**src/rtl/boot_pkg.sv**
```systemverilog
// Shared types and constants for the instruction-memory boot controller.
package boot_pkg;

    typedef enum logic [2:0] {
        IDLE,
        LOAD,
        RELEASE,
        RUN,
        DONE
    } boot_state_t;

    localparam int unsigned BYTES_PER_WORD = 4;

endpackage

```
**src/rtl/word_serializer.sv**
```systemverilog
// Holds one program word and emits it as four little-endian byte writes with
// incrementing byte addresses. Also owns the registered host-side ready.
module word_serializer
    import boot_pkg::*;
#(
    parameter int unsigned WIDTH = 32
) (
    input  logic             clock,
    input  logic             resetN,
    input  logic             i_load_en,    // words may be accepted this cycle
    input  logic             i_clear,      // restart byte addressing at 0
    input  logic             i_want_more,  // controller will want a word next cycle
    input  logic             i_valid,
    input  logic [WIDTH-1:0] i_data,
    output logic             o_ready,
    output logic             o_mem_en,
    output logic [WIDTH-1:0] o_mem_addr,
    output logic [WIDTH-1:0] o_mem_data,
    output logic             o_word_end    // current cycle drives the last byte of a word
);

    localparam logic [1:0] LAST_REM = 2'(BYTES_PER_WORD - 1);

    logic [WIDTH-1:0] r_word;
    logic [1:0]       r_rem;
    logic [WIDTH-1:0] r_next_addr;
    logic             r_ready;
    logic             r_en;
    logic [WIDTH-1:0] r_addr;
    logic [WIDTH-1:0] r_data;

    logic [WIDTH-1:0] w_word_d;
    logic [1:0]       w_rem_d;
    logic [WIDTH-1:0] w_next_addr_d;
    logic             w_ready_d;
    logic             w_en_d;
    logic [WIDTH-1:0] w_addr_d;
    logic [WIDTH-1:0] w_data_d;
    logic             w_accept;

    assign w_accept = i_load_en && i_valid && r_ready;

    // Next byte selection: a new word emits byte 0 at once, otherwise drain the held word.
    always_comb begin
        w_word_d      = r_word;
        w_rem_d       = r_rem;
        w_next_addr_d = r_next_addr;
        w_en_d        = 1'b0;
        w_addr_d      = r_addr;
        w_data_d      = r_data;
        if (i_clear) begin
            w_next_addr_d = '0;
        end
        if (w_accept) begin
            w_word_d      = i_data;
            w_rem_d       = LAST_REM;
            w_en_d        = 1'b1;
            w_addr_d      = r_next_addr;
            w_data_d      = WIDTH'(i_data[7:0]);
            w_next_addr_d = r_next_addr + WIDTH'(1);
        end else if (r_rem != 2'd0) begin
            // Byte 1 of the held word always sits in [15:8] because the word shifts down.
            w_word_d      = r_word >> 8;
            w_rem_d       = r_rem - 2'd1;
            w_en_d        = 1'b1;
            w_addr_d      = r_next_addr;
            w_data_d      = WIDTH'(r_word[15:8]);
            w_next_addr_d = r_next_addr + WIDTH'(1);
        end
        // Ready rises on the cycle the last byte is driven, so words stream with no bubble.
        w_ready_d = i_want_more && (w_rem_d == 2'd0);
    end

    // Serializer state and registered memory-port outputs.
    always_ff @(posedge clock or negedge resetN) begin
        if (!resetN) begin
            r_word      <= '0;
            r_rem       <= 2'd0;
            r_next_addr <= '0;
            r_ready     <= 1'b0;
            r_en        <= 1'b0;
            r_addr      <= '0;
            r_data      <= '0;
        end else begin
            r_word      <= w_word_d;
            r_rem       <= w_rem_d;
            r_next_addr <= w_next_addr_d;
            r_ready     <= w_ready_d;
            r_en        <= w_en_d;
            r_addr      <= w_addr_d;
            r_data      <= w_data_d;
        end
    end

    assign o_ready    = r_ready;
    assign o_mem_en   = r_en;
    assign o_mem_addr = r_addr;
    assign o_mem_data = r_data;
    assign o_word_end = r_en && (r_rem == 2'd0);

endmodule

```
**src/rtl/imem_boot_ctrl.sv**
```systemverilog
// Boot/run controller: loads a program image into the core's byte-wide
// instruction memory, releases the core and watches for exit or timeout.
module imem_boot_ctrl
    import boot_pkg::*;
#(
    parameter int unsigned WIDTH          = 32,
    parameter int unsigned IMEM_DEPTH     = 4096,
    parameter int unsigned TIMEOUT_CYCLES = 100000,
    parameter int unsigned EXIT_CODE      = 93
) (
    input  logic             clock,
    input  logic             resetN,
    input  logic             inValid,
    output logic             inReady,
    input  logic [WIDTH-1:0] inData,
    input  logic             ack,
    input  logic [WIDTH-1:0] gp,
    input  logic [WIDTH-1:0] a7,
    input  logic [WIDTH-1:0] a0,
    output logic             coreReset,
    output logic             insMemEn,
    output logic [WIDTH-1:0] insMemAddr,
    output logic [WIDTH-1:0] insMemData,
    output logic             busy,
    output logic             done,
    output logic             pass,
    output logic             timeout,
    output logic             lenErr
);

    localparam int unsigned MAX_WORDS = IMEM_DEPTH / BYTES_PER_WORD;
    localparam int unsigned WCNT_W    = $clog2(MAX_WORDS + 1);
    localparam int unsigned CYC_W     = (TIMEOUT_CYCLES > 2) ? $clog2(TIMEOUT_CYCLES) : 1;

    boot_state_t       r_state;
    boot_state_t       w_state_d;
    logic [WCNT_W-1:0] r_words;
    logic [WCNT_W-1:0] w_words_d;
    logic [CYC_W-1:0]  r_cycle;
    logic [CYC_W-1:0]  w_cycle_d;
    logic              r_armed;
    logic              w_armed_d;
    logic              r_core_reset;
    logic              r_busy;
    logic              r_done;
    logic              r_pass;
    logic              w_pass_d;
    logic              r_timeout;
    logic              w_timeout_d;
    logic              r_len_err;
    logic              w_len_err_d;

    logic              w_hdr_accept;
    logic              w_data_accept;
    logic              w_clear;
    logic              w_want_more;
    logic              w_word_end;
    logic              w_exit_hit;
    logic              w_time_hit;

    assign w_hdr_accept  = (r_state == IDLE) && inValid && inReady;
    assign w_data_accept = (r_state == LOAD) && inValid && inReady;
    // a7 already equal to EXIT_CODE at RUN start is stale, so only an armed run may exit.
    assign w_exit_hit    = r_armed && (a7 == WIDTH'(EXIT_CODE));
    assign w_time_hit    = (r_cycle == CYC_W'(TIMEOUT_CYCLES - 1));

    // Next-state, counters and status flags.
    always_comb begin
        w_state_d   = r_state;
        w_words_d   = r_words;
        w_cycle_d   = r_cycle;
        w_armed_d   = r_armed;
        w_pass_d    = r_pass;
        w_timeout_d = r_timeout;
        w_len_err_d = r_len_err;
        w_clear     = 1'b0;
        unique case (r_state)
            IDLE: begin
                if (w_hdr_accept && (inData != '0)) begin
                    if (inData > WIDTH'(MAX_WORDS)) begin
                        w_state_d   = DONE;
                        w_len_err_d = 1'b1;
                        w_pass_d    = 1'b0;
                    end else begin
                        w_state_d = LOAD;
                        w_words_d = WCNT_W'(inData);
                        w_clear   = 1'b1;
                    end
                end
            end
            LOAD: begin
                if (w_data_accept) begin
                    w_words_d = r_words - WCNT_W'(1);
                end
                // r_words hits 0 at the last accept, so the next word end is byte 4N.
                if ((r_words == '0) && w_word_end) begin
                    w_state_d = RELEASE;
                end
            end
            RELEASE: begin
                w_state_d = RUN;
                w_cycle_d = '0;
                w_armed_d = 1'b0;
            end
            RUN: begin
                w_cycle_d = r_cycle + CYC_W'(1);
                if (a7 != WIDTH'(EXIT_CODE)) begin
                    w_armed_d = 1'b1;
                end
                if (w_exit_hit) begin
                    w_state_d   = DONE;
                    w_pass_d    = (gp == WIDTH'(1)) && (a0 == '0);
                    w_timeout_d = 1'b0;
                end else if (w_time_hit) begin
                    w_state_d   = DONE;
                    w_pass_d    = 1'b0;
                    w_timeout_d = 1'b1;
                end
            end
            DONE: begin
                if (ack) begin
                    w_state_d   = IDLE;
                    w_pass_d    = 1'b0;
                    w_timeout_d = 1'b0;
                    w_len_err_d = 1'b0;
                end
            end
            default: begin
                w_state_d = IDLE;
            end
        endcase
        w_want_more = (w_state_d == IDLE) || ((w_state_d == LOAD) && (w_words_d != '0));
    end

    // State register and registered status outputs derived from the next state.
    always_ff @(posedge clock or negedge resetN) begin
        if (!resetN) begin
            r_state      <= IDLE;
            r_words      <= '0;
            r_cycle      <= '0;
            r_armed      <= 1'b0;
            r_core_reset <= 1'b1;
            r_busy       <= 1'b0;
            r_done       <= 1'b0;
            r_pass       <= 1'b0;
            r_timeout    <= 1'b0;
            r_len_err    <= 1'b0;
        end else begin
            r_state      <= w_state_d;
            r_words      <= w_words_d;
            r_cycle      <= w_cycle_d;
            r_armed      <= w_armed_d;
            r_core_reset <= (w_state_d != RUN);
            r_busy       <= (w_state_d == LOAD) || (w_state_d == RELEASE) || (w_state_d == RUN);
            r_done       <= (w_state_d == DONE);
            r_pass       <= w_pass_d;
            r_timeout    <= w_timeout_d;
            r_len_err    <= w_len_err_d;
        end
    end

    word_serializer #(
        .WIDTH(WIDTH)
    ) u_ser (
        .clock      (clock),
        .resetN     (resetN),
        .i_load_en  (r_state == LOAD),
        .i_clear    (w_clear),
        .i_want_more(w_want_more),
        .i_valid    (inValid),
        .i_data     (inData),
        .o_ready    (inReady),
        .o_mem_en   (insMemEn),
        .o_mem_addr (insMemAddr),
        .o_mem_data (insMemData),
        .o_word_end (w_word_end)
    );

    assign coreReset = r_core_reset;
    assign busy      = r_busy;
    assign done      = r_done;
    assign pass      = r_pass;
    assign timeout   = r_timeout;
    assign lenErr    = r_len_err;

endmodule

```
**config.mk**
```make
export PLATFORM = sky130hd
export DESIGN_NAME = imem_boot_ctrl
export DESIGN_NICKNAME = d
export VERILOG_FILES = /design/src/rtl/boot_pkg.sv /design/src/rtl/word_serializer.sv /design/src/rtl/imem_boot_ctrl.sv
export SDC_FILE = /design/constraint.sdc
export NUM_CORES = 1
export LEC_CHECK = 0
export ABC_AREA = 1
export CELL_PAD_IN_SITES_DETAIL_PLACEMENT = 1
export CELL_PAD_IN_SITES_GLOBAL_PLACEMENT = 1
export CORE_UTILIZATION = 32
export CTS_BUF_LIST = sky130_fd_sc_hd__clkbuf_4 sky130_fd_sc_hd__clkbuf_8
export DETAILED_ROUTE_END_ITERATION = 8
export PLACE_DENSITY = 0.88
export SLEW_MARGIN = 30
export SYNTH_ARGS = -nofsm -noshare
export SYNTH_HDL_FRONTEND = slang
export SYNTH_SLANG_ARGS = --single-unit
```
**constraint.sdc**
```tcl
create_clock -name clock -period 2.06 [get_ports clock]
set_input_delay 0.412 -clock clock [delete_from_list [all_inputs] [get_ports clock]]
set_output_delay 0.412 -clock clock [all_outputs]
set_load 0.02 [all_outputs]
```
==> results.sh, run 1 <==
export IMPL_yosysWarnings=0
export IMPL_num_antenna_cells=0
export IMPL_criticalPathCategory="register to register"
export IMPL_firstDrtPassIters=4
export IMPL_cts_buffers=17
export IMPL_area_growth_pct=50.8
export IMPL_rr_endpoint="u_ser.r_next_addr[22]$_DFFE_PN0P_"
export IMPL_finalSetupViolations=8
export IMPL_die_area_sq_um=23900
export IMPL_synth_cell_area_sq_um=7470
export IMPL_num_rows=55
export IMPL_grt_max_degree=50
export IMPL_grt_pass1_wl_um=42300
export IMPL_track_usage=0.225
export IMPL_gp_congestion=0.963
export IMPL_avgSynthCellArea_sq_um=7.63
export IMPL_r2r_cells=15
export IMPL_fill_cells=2735
export IMPL_hpwl_um=19400
export IMPL_worstHoldEndpoint="u_ser.r_word[21]$_DFFE_PN0P_"
export IMPL_worstHoldPathCells=4
export IMPL_pin_count=204
export IMPL_ys_flop_type="dfrtp_1"
export IMPL_mostFrequentLayoutCells="nand2_1 (229), clkdlybuf4s50_1 (165), dfrtp_1 (137), buf_4 (118), inv_1 (105)"
export IMPL_drive_gt1_frac=0.207
export IMPL_drc=0
export IMPL_max_freq_ghz=0.446
export IMPL_violations="negative setup slack"
export IMPL_rsz0062_at_grt="yes"
export IMPL_cp_start_kind="register"
export IMPL_power_density_nw_per_um2=1000
export IMPL_vias=7987
export IMPL_drt_total_wl_um=28000
export IMPL_start_util=0.328
export IMPL_path_max_fanout=3
export IMPL_io_buffers=179
export IMPL_rrSetupSlack_ns=-0.18
export IMPL_synth_seq_cells=138
export IMPL_viasPerCell=4.99
export IMPL_tritoncts="done"
export IMPL_ys_seq_area_frac=0.463
export IMPL_fp_dieW_um=155
export IMPL_cp_required_ns=2.45
export IMPL_numClockSinks=138
export IMPL_startpoint="u_ser.r_next_addr[0]$_DFFE_PN0P_"
export IMPL_wl_per_cell_um=17.5
export IMPL_ir_drop_uv=485
export IMPL_run_status="finished, violations left"
export IMPL_final_hold_violation_count=0
export IMPL_async_flop_share=1.00
export IMPL_min_period_ns=2.24
export IMPL_cp_arrival_ns=2.64
export IMPL_num_nets_final=1410
export IMPL_r2r_start="u_ser.r_next_addr[0]$_DFFE_PN0P_"
export IMPL_clk_pin_slew_ns=0.09
export IMPL_power_mw=11.3
export IMPL_htree_levels=4
export IMPL_fin_hold_ws_ns=0.304
export IMPL_leakage_nw=5.30
export IMPL_die_y_um=155
export IMPL_cts_root_buffer="clkbuf_8"
export IMPL_setup_slack_ns=-0.183
export IMPL_mostFrequentLayoutCell="nand2_1"
export IMPL_setup_tns_ns=-0.824
export IMPL_holdCritPathClass="primary input to register"
export IMPL_clk_latency_ns=0.48
export IMPL_clock_skew_ns=0.0125
export IMPL_grt_pass1_vias=8473
export IMPL_fin_crit_sh=1.09
export IMPL_relSlewSlack=0.486
export IMPL_endpoint_kind="register"
export IMPL_min_from="inData[21]"
export IMPL_final_max_slew_viol_count=0
export IMPL_synth_edff_count=0
export IMPL_final_antenna_net_count=0
export IMPL_drv_cap=0
export IMPL_worst_pin_slew_ns=0.770
export IMPL_antenna_found_initial=0
export IMPL_grt_overflow=0
export IMPL_cts_buffer_depth=2
export IMPL_core_area_sq_um=22800
export IMPL_syn_inst=979
export IMPL_ys_types=45
export IMPL_drtIter0Drc=446
==> metal layers <==
layer  share of wire  vias up  GRT usage
met5               0        -          0
met4           0.040        0     0.0981
met3           0.049       90     0.0513
met2            0.51      238      0.398
met1            0.40     3908      0.259
li1                -     3751          -
==> sequential cells by signal (all words and copies together), names as in the netlist <==
| name | cells |
|---|---|
| timeout | 1 |
| r_state | 3 |
| pass | 1 |
| r_cycle | 17 |
| done | 1 |
| u_ser.o_mem_addr | 32 |
| coreReset | 1 |
| u_ser.r_word | 32 |
| lenErr | 1 |
| u_ser.r_next_addr | 32 |
| r_words | 11 |
| busy | 1 |
| u_ser.o_ready | 1 |
| u_ser.o_mem_en | 1 |
| u_ser.r_rem | 2 |
| r_armed | 1 |
==> worst max path at each step <==
| stage | endpoint | slack [ns] | cells past startpoint |
|---|---|---|---|
| after global routing | u_ser.r_next_addr[30]$_DFFE_PN0P_ | -0.31 | 16 |
| after CTS | u_ser.r_next_addr[30]$_DFFE_PN0P_ | -0.06 | 16 |
| final | u_ser.r_next_addr[22]$_DFFE_PN0P_ | -0.18 | 15 |
| after global placement | lenErr$_DFFE_PN0P_ | -0.58 | 12 |
| after detailed placement | lenErr$_DFFE_PN0P_ | -0.62 | 12 |
| after floorplan | u_ser.r_next_addr[30]$_DFFE_PN0P_ | 0.15 | 16 |
==> what timing repair did <==
item	CTS	global route
gates cloned	1	3
pin swaps	6	34
hold buffers	1	0
buffers inserted	8	12
hold endpoints to repair	44	0
gates resized for setup	19	100
endpoints found under the setup margin	12	37
==> where the power goes <==
part / internal, mW / total (mW) / switching, mW
clock network: 0.842 / 2.05 / 1.20
registers: 3.33 / 3.76 / 0.433
logic: 2.20 / 5.47 / 3.27
==> cells in the mapped netlist (2+ instances only) <==
master	n	area, sq um
a21oi_1	26	130
a22o_1	8	70.1
a22oi_1	5	37.5
a31oi_1	4	25.0
and2_1	2	12.5
buf_1	2	7.51
buf_2	11	55.1
buf_4	32	240
clkbuf_1	15	56.3
clkinv_1	2	7.51
dfrtp_1	137	3430
ha_1	3	37.5
inv_1	108	405
inv_2	6	22.5
nand2_1	237	890
nand2_2	3	18.8
nand2_4	2	22.5
nand3_1	97	485
nand3b_1	4	30.0
nand4_1	15	93.8
nor2_1	112	420
nor2_2	9	56.3
nor2_4	2	22.5
nor3_1	19	95.1
nor3_2	4	40.0
nor4_1	22	138
o211ai_1	14	105
o21a_1	2	15.0
o21ai_0	40	200
o21ai_1	6	30.0
o22ai_1	8	50.1
o31ai_1	3	22.5
xor2_1	7	61.3
==> worst max-delay path: stages (launching register included) <==
cell,delay [ns]
dfrtp_1,0.37
ha_2,0.19
nand2_2,0.09
nor2_4,0.13
nand3_2,0.10
nor2_2,0.14
inv_2,0.07
nor2_4,0.12
nand2_2,0.09
nor2_4,0.10
nand2_2,0.08
nor2_4,0.13
and3_4,0.24
buf_6,0.10
a22oi_2,0.04
nor2_1,0.18
==> through the flow <==
| step | setup slack, ns | std cells | cell area [sq um] | util |
|---|---|---|---|---|
| final | -0.183 | 1601 | 11300 | 0.494 |
| after global routing | -0.308 | 1601 | 11300 | 0.494 |
| after CTS | -0.0571 | 1586 | 10700 | 0.472 |
| after detailed placement | -0.616 | 1544 | 10300 | 0.450 |
| after global placement | -0.580 | 1544 | 10300 | 0.450 |
| after floorplan | 0.146 | 1002 | 7550 | - |
==> cell families after synthesis <==
kind of cell / after synthesis / share of synthesized area
AND/OR/NAND/NOR: 534 / 0.321
buffers and inverters: 176 / 0.106
flip-flops: 138 / 0.463
AO/OA/AOI/OAI: 118 / 0.0940
XOR/XNOR: 8 / 0.00939
adder cells (fa/ha/maj): 3 / 0.00503
other: 1 / 0.000502
multiplexers: 1 / 0.00134
==> final cells by class <==
| cell class | count | area [sq um] | share of cell area |
|---|---|---|---|
| clock buffers | 18 | 241 | 0.0215 |
| flip-flops and latches | 138 | 3450 | 0.307 |
| well taps | 313 | 392 | 0.0348 |
| inverters | 116 | 435 | 0.0387 |
| multi-input cells | 689 | 3690 | 0.327 |
| repair buffers | 313 | 2950 | 0.262 |
| clock inverters | 14 | 100 | 0.00889 |
Power figures use the tool's default switching activity.
==> inputs of run 2 (changes only) <==
SLEW_MARGIN = not set   (was 30)
==> results of run 2 <==
Same layout as run 1: the final DEF is identical, and so are final timing and power.
==> inputs of run 3 (changes only) <==
GPL_TIMING_DRIVEN = 0   (was not set)
==> results.sh, run 3 (same netlist as run 1, synthesis figures left out) <==
export IMPL_run_status="finished, violations left"
export IMPL_violations="negative setup slack"
export IMPL_slowest_stage="clkdlybuf4s50_1"
export IMPL_rrSetupSlack_ns=-0.11
export IMPL_track_usage=0.222
export IMPL_mostFrequentLayoutCell="nand2_1"
export IMPL_num_rows=55
export IMPL_viasPerCell=4.99
export IMPL_grt_overflow=0
export IMPL_cp_start_kind="primary input"
export IMPL_holdCritPathClass="primary input to register"
export IMPL_vias=7874
export IMPL_post_place_ws_ns=-0.929
export IMPL_start_util=0.328
export IMPL_endpoint_kind="register"
export IMPL_area_growth_pct=48.7
export IMPL_cp_arrival_ns=2.56
export IMPL_firstDrtPassIters=5
export IMPL_die_area_sq_um=23900
export IMPL_pin_count=204
export IMPL_max_freq_ghz=0.455
export IMPL_r2r_start="r_state[2]$_DFF_PN0_"
export IMPL_numClockSinks=138
export IMPL_final_max_slew_viol_count=0
export IMPL_worstHoldEndpoint="u_ser.r_word[15]$_DFFE_PN0P_"
export IMPL_antenna_found_initial=0
export IMPL_fin_crit_sh=1.07
export IMPL_slowest_delay_ns=0.46
export IMPL_grt_max_degree=95
export IMPL_leakage_nw=5.18
export IMPL_grt_pass1_vias=8187
export IMPL_fill_cells=2725
export IMPL_io_buffers=179
export IMPL_min_period_ns=2.20
export IMPL_wl_per_cell_um=17.3
export IMPL_worstHoldPathCells=3
export IMPL_cp_required_ns=2.42
export IMPL_cts_buffer_depth=2
export IMPL_finalSetupViolations=9
export IMPL_setup_slack_ns=-0.136
export IMPL_fp_dieW_um=155
export IMPL_setup_tns_ns=-0.456
export IMPL_min_from="inData[15]"
export IMPL_final_antenna_net_count=0
export IMPL_rr_endpoint="u_ser.o_ready$_DFF_PN0_"
export IMPL_die_y_um=155
export IMPL_mostFrequentLayoutCells="nand2_1 (231), clkdlybuf4s50_1 (166), dfrtp_1 (136), inv_1 (102), nor2_1 (86)"
export IMPL_clk_pin_slew_ns=0.08
export IMPL_ir_drop_uv=556
export IMPL_grt_pass1_wl_um=41800
export IMPL_cts_root_buffer="clkbuf_8"
export IMPL_power_density_nw_per_um2=1050
export IMPL_startpoint="inData[26]"
export IMPL_core_area_sq_um=22800
export IMPL_worst_pin_slew_ns=0.662
export IMPL_clk_latency_ns=0.48
export IMPL_drv_cap=0
export IMPL_r2r_cells=13
export IMPL_path_max_fanout=6
export IMPL_crit_chain="clkdlybuf4s50_1, nor2_2, nand3_1, nand3b_1, nor2_2, buf_6, buf_12, nand3b_1, nand3_1, nand3_2, nor2_2, nand3_1, nor2_1, nor2_1"
export IMPL_drive_gt1_frac=0.184
export IMPL_tritoncts="done"
export IMPL_final_hold_violation_count=0
export IMPL_drt_total_wl_um=27400
export IMPL_criticalPathCategory="primary input to register"
export IMPL_hpwl_um=18700
export IMPL_num_antenna_cells=0
export IMPL_power_mw=11.7
export IMPL_fin_hold_ws_ns=0.244
export IMPL_drtIter0Drc=401
export IMPL_cts_buffers=17
export IMPL_num_nets_final=1388
export IMPL_drc=0
export IMPL_relSlewSlack=0.559
export IMPL_clock_skew_ns=0.0150
export IMPL_rsz0062_at_grt="yes"
export IMPL_gp_congestion=0.907
export IMPL_htree_levels=4
[run 3: layout make-up]
cell class	count	area, sq um	area share
well taps	313	392	0.0353
multi-input cells	688	3670	0.331
clock buffers	22	290	0.0261
inverters	116	448	0.0404
plain buffers	60	412	0.0371
repair buffers	232	2270	0.204
flip-flops and latches	138	3460	0.311
clock inverters	9	161	0.0145
[run 3: per-stage QoR]
stage / instance area, sq um / cells / utilization
floorplan: 7550 / 1002 / -
global placement: 9740 / 1494 / 0.427
detailed placement: 9760 / 1495 / 0.429
CTS: 10700 / 1554 / 0.468
global route: 11100 / 1578 / 0.487
finish: 11100 / 1578 / 0.487
[run 3: worst max path at each step]
| stage | endpoint |
|---|---|
| 6_report | u_ser.o_ready$_DFF_PN0_ |
| 5_1_grt | u_ser.o_ready$_DFF_PN0_ |
| 4_1_cts | u_ser.o_ready$_DFF_PN0_ |
| 3_5_place_dp | u_ser.o_ready$_DFF_PN0_ |
| 3_3_place_gp | u_ser.o_mem_addr[18]$_DFFE_PN0P_ |
| 2_1_floorplan | u_ser.r_next_addr[30]$_DFFE_PN0P_ |
[run 3: where the power goes]
part	internal (mW)	switching, mW
Combinational	1.99	3.32
Sequential	3.33	0.466
Clock	1.45	1.13
[run 3: layer usage]
| layer | share of wire | track usage | vias up |
|---|---|---|---|
| met5 | 0 | 0 | - |
| met4 | 0.021 | 0.0783 | 0 |
| met3 | 0.053 | 0.0448 | 42 |
| met2 | 0.53 | 0.397 | 225 |
| met1 | 0.40 | 0.263 | 3914 |
| li1 | - | - | 3693 |
[run 3: critical path: cells and delay by family]
kind                   cells  cell delay [ns]
AND/OR/NAND/NOR           11             1.42
buffers and inverters      3             0.72
[run 3: what timing repair did]
item / in CTS / in global routing
endpoints found under the hold margin: 44 / 0
hold buffers: 1 / 0
setup buffers: 27 / 26
gates resized for setup: 58 / 84
setup endpoints to repair: 100 / 55
pin swaps: 15 / 43
